[src/rtl/student_pkg.sv]
// student_pkg: shared types for student_tlul_host.
//   state_e  : host FSM states (IDLE, REQ, WAIT, RSP)
//   TL_SIZE  : a_size value for full 32-bit word accesses (log2 of 4 bytes)
package student_pkg;

    typedef enum logic [1:0] {
        ST_IDLE = 2'd0,
        ST_REQ  = 2'd1,
        ST_WAIT = 2'd2,
        ST_RSP  = 2'd3
    } state_e;

    localparam logic [1:0] TL_SIZE = 2'd2;

endpackage

[src/rtl/tlul_pkg.sv]
// tlul_pkg: minimal TileLink Uncached Lightweight (TL-UL) types for a 32-bit bus.
//   tl_h2d_t : host-to-device A channel plus d_ready
//   tl_d2h_t : device-to-host D channel plus a_ready
//   tl_a_op_e / tl_d_op_e : A and D channel opcodes
package tlul_pkg;

    typedef enum logic [2:0] {
        PutFullData    = 3'h0,
        PutPartialData = 3'h1,
        Get            = 3'h4
    } tl_a_op_e;

    typedef enum logic [2:0] {
        AccessAck     = 3'h0,
        AccessAckData = 3'h1
    } tl_d_op_e;

    localparam logic [15:0] TL_A_USER_DEFAULT = '0;

    typedef struct packed {
        logic        a_valid;
        tl_a_op_e    a_opcode;
        logic [2:0]  a_param;
        logic [1:0]  a_size;
        logic [7:0]  a_source;
        logic [31:0] a_address;
        logic [3:0]  a_mask;
        logic [31:0] a_data;
        logic [15:0] a_user;
        logic        d_ready;
    } tl_h2d_t;

    typedef struct packed {
        logic        d_valid;
        tl_d_op_e    d_opcode;
        logic [2:0]  d_param;
        logic [1:0]  d_size;
        logic [7:0]  d_source;
        logic [0:0]  d_sink;
        logic [31:0] d_data;
        logic [15:0] d_user;
        logic        d_error;
        logic        a_ready;
    } tl_d2h_t;

endpackage

[src/rtl/student_tlul_host.sv]
// student_tlul_host: single-outstanding TL-UL host adapter.
// Turns a simple valid/ready command (we/addr/wdata/be) into one TL-UL
// A-channel request, waits for the D-channel beat and presents it as a
// valid/ready response.
//
// Ports:
//   clk_i, rst_ni            clock (rising edge), async active-low reset
//   req_valid_i/req_ready_o  command handshake (ready only in IDLE)
//   req_we_i, req_addr_i, req_wdata_i, req_be_i  command fields
//   rsp_valid_o/rsp_ready_i  response handshake
//   rsp_rdata_o, rsp_err_o   response data (0 on writes/errors) and error
//   tl_o / tl_i              TL-UL host-to-device / device-to-host buses
//
// Build option: define STUDENT_TLUL_HOST_TIMEOUT_EN to give up waiting for
// the D beat after TimeoutCycles cycles in WAIT and report an error.
module student_tlul_host
    import tlul_pkg::*;
    import student_pkg::*;
#(
    parameter logic [7:0]  SourceId      = 8'd0,
    parameter int unsigned TimeoutCycles = 255
) (
    input  logic         clk_i,
    input  logic         rst_ni,
    input  logic         req_valid_i,
    output logic         req_ready_o,
    input  logic         req_we_i,
    input  logic [31:0]  req_addr_i,
    input  logic [31:0]  req_wdata_i,
    input  logic [3:0]   req_be_i,
    output logic         rsp_valid_o,
    input  logic         rsp_ready_i,
    output logic [31:0]  rsp_rdata_o,
    output logic         rsp_err_o,
    output tl_h2d_t      tl_o,
    input  tl_d2h_t      tl_i
);

    state_e      state_q, state_d;
    logic        we_q, we_d;
    logic [29:0] addr_q, addr_d;   // word address; byte offset is never sent
    logic [31:0] wdata_q, wdata_d;
    logic [3:0]  be_q, be_d;
    logic [31:0] rdata_q, rdata_d;
    logic        err_q, err_d;
    logic        d_bad;

`ifdef STUDENT_TLUL_HOST_TIMEOUT_EN
    logic [15:0] cnt_q, cnt_d;
`else
    localparam int unsigned unused_timeout_cycles = TimeoutCycles;
`endif

    // D-channel fields this host never looks at.
    logic unused_d_fields;
    assign unused_d_fields = ^{tl_i.d_param, tl_i.d_size, tl_i.d_sink, tl_i.d_user};

    // A beat is bad if flagged, misrouted, or of the wrong kind for the request.
    assign d_bad = tl_i.d_error
                 || (tl_i.d_source != SourceId)
                 || (tl_i.d_opcode != (we_q ? AccessAck : AccessAckData));

    always_ff @(posedge clk_i or negedge rst_ni) begin
        if (!rst_ni) begin
            state_q <= ST_IDLE;
            we_q    <= 1'b0;
            addr_q  <= '0;
            wdata_q <= '0;
            be_q    <= '0;
            rdata_q <= '0;
            err_q   <= 1'b0;
`ifdef STUDENT_TLUL_HOST_TIMEOUT_EN
            cnt_q   <= '0;
`endif
        end else begin
            state_q <= state_d;
            we_q    <= we_d;
            addr_q  <= addr_d;
            wdata_q <= wdata_d;
            be_q    <= be_d;
            rdata_q <= rdata_d;
            err_q   <= err_d;
`ifdef STUDENT_TLUL_HOST_TIMEOUT_EN
            cnt_q   <= cnt_d;
`endif
        end
    end

    always_comb begin
        state_d = state_q;
        we_d    = we_q;
        addr_d  = addr_q;
        wdata_d = wdata_q;
        be_d    = be_q;
        rdata_d = rdata_q;
        err_d   = err_q;
`ifdef STUDENT_TLUL_HOST_TIMEOUT_EN
        cnt_d   = cnt_q;
`endif
        unique case (state_q)
            ST_IDLE: begin
                if (req_valid_i) begin
                    we_d    = req_we_i;
                    addr_d  = req_addr_i[31:2];
                    wdata_d = req_wdata_i;
                    be_d    = req_be_i;
                    state_d = ST_REQ;
                end
            end
            ST_REQ: begin
                if (tl_i.a_ready) begin
                    state_d = ST_WAIT;
`ifdef STUDENT_TLUL_HOST_TIMEOUT_EN
                    cnt_d   = '0;
`endif
                end
            end
            ST_WAIT: begin
                // A beat arriving in the same cycle as the timeout still wins.
                if (tl_i.d_valid) begin
                    err_d   = d_bad;
                    rdata_d = (we_q || d_bad) ? '0 : tl_i.d_data;
                    state_d = ST_RSP;
                end
`ifdef STUDENT_TLUL_HOST_TIMEOUT_EN
                else if (cnt_q == 16'(TimeoutCycles - 1)) begin
                    err_d   = 1'b1;
                    rdata_d = '0;
                    state_d = ST_RSP;
                end else begin
                    cnt_d = cnt_q + 16'd1;
                end
`endif
            end
            ST_RSP: begin
                if (rsp_ready_i) begin
                    state_d = ST_IDLE;
                end
            end
            default: state_d = ST_IDLE;
        endcase
    end

    always_comb begin
        tl_o           = '0;
        tl_o.a_valid   = (state_q == ST_REQ);
        tl_o.a_opcode  = !we_q ? Get : ((be_q == 4'hF) ? PutFullData : PutPartialData);
        tl_o.a_param   = '0;
        tl_o.a_size    = TL_SIZE;
        tl_o.a_source  = SourceId;
        tl_o.a_address = {addr_q, 2'b00};
        tl_o.a_mask    = we_q ? be_q : 4'hF;
        tl_o.a_data    = we_q ? wdata_q : '0;
        tl_o.a_user    = TL_A_USER_DEFAULT;
        tl_o.d_ready   = (state_q != ST_RSP);
    end

    assign req_ready_o = (state_q == ST_IDLE);
    assign rsp_valid_o = (state_q == ST_RSP);
    assign rsp_rdata_o = rdata_q;
    assign rsp_err_o   = err_q;

endmodule

[config.mk]
export PLATFORM = sky130hd
export DESIGN_NAME = student_tlul_host
export DESIGN_NICKNAME = d
export VERILOG_FILES = /design/src/rtl/student_pkg.sv /design/src/rtl/tlul_pkg.sv /design/src/rtl/student_tlul_host.sv
export SDC_FILE = /design/constraint.sdc
export NUM_CORES = 1
export LEC_CHECK = 0
export BUFFER_PORTS_ARGS = -buffer_cell sky130_fd_sc_hd__buf_2
export CAP_MARGIN = 5
export CORE_MARGIN = 4
export CORE_UTILIZATION = 30
export CTS_CLUSTER_SIZE = 12
export DETAILED_ROUTE_END_ITERATION = 16
export HOLD_SLACK_MARGIN = 0.02
export PLACE_DENSITY = 0.7
export SYNTH_ARGS = -nofsm -noshare
export SYNTH_HDL_FRONTEND = slang
export SYNTH_SLANG_ARGS = --single-unit
[constraint.sdc]
create_clock -name clk_i -period 1.8 [get_ports clk_i]
set_clock_uncertainty 0.05 [all_clocks]
set_input_delay 0.18 -clock clk_i [delete_from_list [all_inputs] [get_ports clk_i]]
set_output_delay 0.18 -clock clk_i [all_outputs]
set_load 0.02 [all_outputs]
==> reports/results.txt <==
Met1 usage: 16.13%
Max VDD drop: 0.0008043 V
Worst Path Required: 1.98 ns
Grt ovf: 0
Cell area power density: 1433 mW/mm2
HPWL Detailed: 8532 um
Switching power total: 0.003651 W
Sw Ratio: 36.82%
Comb pwr share: 43.8%
Post-DRT Antenna Nets: 0
Busiest grt layer: met2
Die width: 128.8 um
WL/cell: 15.43 um
CTS Sinks: 102
Hold Path Origin: req_wdata_i[22]
Met2 Usage GRT: 27.23%
CTS clk-pin slew, worst paths: 0.07 ns
Hold/Removal Path Class: input port to flop
Final Power: 0.009917 W
Fill cells: 1208
Die ar.: 0.01658 mm2
Slew headroom: 62.50%
Final worst-path cycle share: 94.24%
Slew Limit Fails: 0
Slew @ Worst Pin: 0.5624 ns
Core ar.: 0.01410 mm2
Final core utilization: 49.10%
RSZ-0062 raised after global routing: false
P_leak: 3.551 nW
H-Tree Level Count: 3
DRC Markers: 0
Starting Density: 31.03%
Synth warn: 0
Diode count: 0
P_int: 0.006266 W
Syn Inst Count: 315
DP Cell Count: 706
Layout cells sized above 1: 49.45%
Clock power share: 20.7%
Initial antenna violation count: 0
Critical path arrival: 1.87 ns
Detailed-route via count: 3623
Routed vias/inst: 4.424
Reg2reg setup slack: 0.10 ns
Non-Filler Instances: 819
CTS tree: yes
Largest net degree at the start of global routing: 52
Synth cell types: 25
Final instance area: 0.006922 mm2
Syn Area/Cell: 13.89 um2
CTS Root Cell: clkbuf_16
Hold EP: wdata_q[22]
Placement row count: 43
Gr usage total: 15.20%
Post-Route WL: 12640 um
Synth Cell Area: 0.004374 mm2
# setup viols final: 0
R2R depth: 5
Die height: 128.8 um
Fmax achieved: 589.5 MHz
Routability cong.: 0.7473
Worst-skew pair later-pin latency: 0.35 ns
Number of failing hold endpoints at the final stage: 0
Startpoint types: flop
Drt first pass iters: 4
I/O pins: 278
CTS buffer count: 9
Final worst path period need: 1.696 ns
Register area: 0.002552 mm2
Area occupied by multi-input gates: 0.001597 mm2
NumNets Final: 780
Flop pwr share: 35.6%
Outcome: finished, final reports clean
Met3 Use GR: 5.023%
Synth Register Bits: 102
Clock tree buffer depth: 2
Vias in the first global route: 3993
R2r startpoint: state_q[0]
WHS Path Cells: 2
Placed instance area: 0.005615 mm2
Max cap viols: 0
Iteration-0 DRC Markers: 126
Area grow syn2layout: 58.24%
CP Max Fanout: 28
Register area share after synthesis: 58.35%
Critical path class: flop to flop
CP endpoint kind: flop
First-pass GRT wire length: 19780 um
PortBufs: 221
Critical R2R Capture: wdata_q[8]
## placed cells by master (no fill, tap or decap), drive strengths merged
master / count
buf: 230
dfrtp: 102
dlygate4sd3: 98
mux2: 68
and2: 32
a22o: 32
conb: 32
clkbuf: 10
nand2b: 7
inv: 5
ha: 4
nand2: 3
or4: 2
clkinvlp: 2
bufinv: 2
nor4: 2
a41oi: 1
or3: 1
nand4b: 1
nor2: 1
o2111a: 1
mux2i: 1
xnor2: 1
o21ai: 1
## Yosys cell counts
master | n | area [um2]
clkbuf_1 | 11 | 41.29
nand2b_1 | 7 | 43.79
or4_4 | 2 | 22.52
xnor2_1 | 1 | 8.760
a22o_1 | 32 | 280.3
or3_4 | 1 | 11.26
ha_1 | 4 | 50.05
inv_1 | 4 | 15.01
nor4_1 | 1 | 6.260
a41oi_1 | 1 | 8.760
buf_4 | 32 | 240.2
o2111a_1 | 1 | 11.26
nand2_1 | 3 | 11.26
buf_2 | 3 | 15.01
conb_1 | 2 | 7.510
o21ai_1 | 1 | 5.000
mux2_1 | 1 | 11.26
dfrtp_1 | 102 | 2552
buf_6 | 3 | 33.78
mux2_2 | 67 | 754.5
and2_1 | 32 | 200.2
nor2_1 | 1 | 3.750
mux2i_1 | 1 | 10.01
nor4_4 | 1 | 21.27
nand4b_1 | 1 | 8.760
## through the flow
step / setup WS, ns / hold WS [ns] / setup TNS, ns
final: 0.1037 / 0.03592 / 0
after global routing: 0.008154 / 0.02718 / 0
after CTS: 0.03147 / 0.02033 / 0
after global placement: 0.1694 / 0.1468 / 0
after detailed placement: 0.1104 / 0.1538 / 0
after floorplan: -0.004561 / -0.1656 / -0.1368
## flip-flops by register name, indices dropped and copies added, names as in the netlist
| register | cells |
|---|---|
| wdata_q | 32 |
| be_q | 4 |
| addr_q | 30 |
| state_q | 2 |
| rsp_rdata_o | 32 |
| rsp_err_o | 1 |
| we_q | 1 |
## how the worst max path moves through the flow
stage | slack [ns] | cells past startpoint | startpoint | endpoint
after CTS | 0.03 | 4 | we_q | tl_o[98]
after global placement | 0.17 | 5 | tl_i[53] | rsp_rdata_o[4]
after global routing | 0.008 | 4 | we_q | tl_o[98]
final | 0.10 | 5 | state_q[0] | wdata_q[8]
after detailed placement | 0.11 | 5 | state_q[0] | addr_q[6]
after floorplan | -0.005 | 6 | state_q[0] | addr_q[0]
## routing by layer
layer	up-vias	wire length, um
li1	1668	-
met1	1742	4707
met2	177	6534
met3	36	987
met4	0	405
met5	-	0
## cell families after synthesis
group,after synthesis,share of synthesized area [%]
compound gates,35,6.979
xor+xnor,1,0.2003
fa+ha+maj,4,1.144
buf+inv,53,7.894
flops,102,58.35
mux,69,17.73
other cells,2,0.1717
simple gates,49,7.523
## worst max-delay path: stages, from the launching register on
cell	delay, ns
dfrtp_1	0.38
inv_1	0.09
ha_1	0.28
nand2_4	0.18
buf_12	0.22
mux2_2	0.36
## power by group through the flow
stage / Combinational [W] / Sequential, W / Clock (W)
3_5_place_dp: 0.00416 / 0.00355 / 0
3_3_place_gp: 0.00407 / 0.00348 / 0
4_1_cts: 0.00433 / 0.00352 / 0.00211
6_report: 0.00434 / 0.00353 / 0.00205
5_1_grt: 0.00467 / 0.00362 / 0.00222
2_1_floorplan: 0.00236 / 0.00390 / 0
## cell type report
type	count	area share, %
Sequential cell	102	36.88
Timing Repair Buffer	328	32.07
Multi-Input combinational cell	190	23.07
Clock buffer	10	3.308
Tap cell	180	3.254
Clock inverter	5	1.211
Inverter	4	0.2169
## repair_timing
action / 4_1_cts / 5_1_grt
hold buffers: 97 / 1
setup buffers: 0 / 0
endpoints found under the hold margin: 136 / 1
endpoints found under the setup margin: 1 / 1
resized for setup: 1 / 2
gates cloned: 0 / 0
Note: power is estimated with default switching activity, not from simulation.
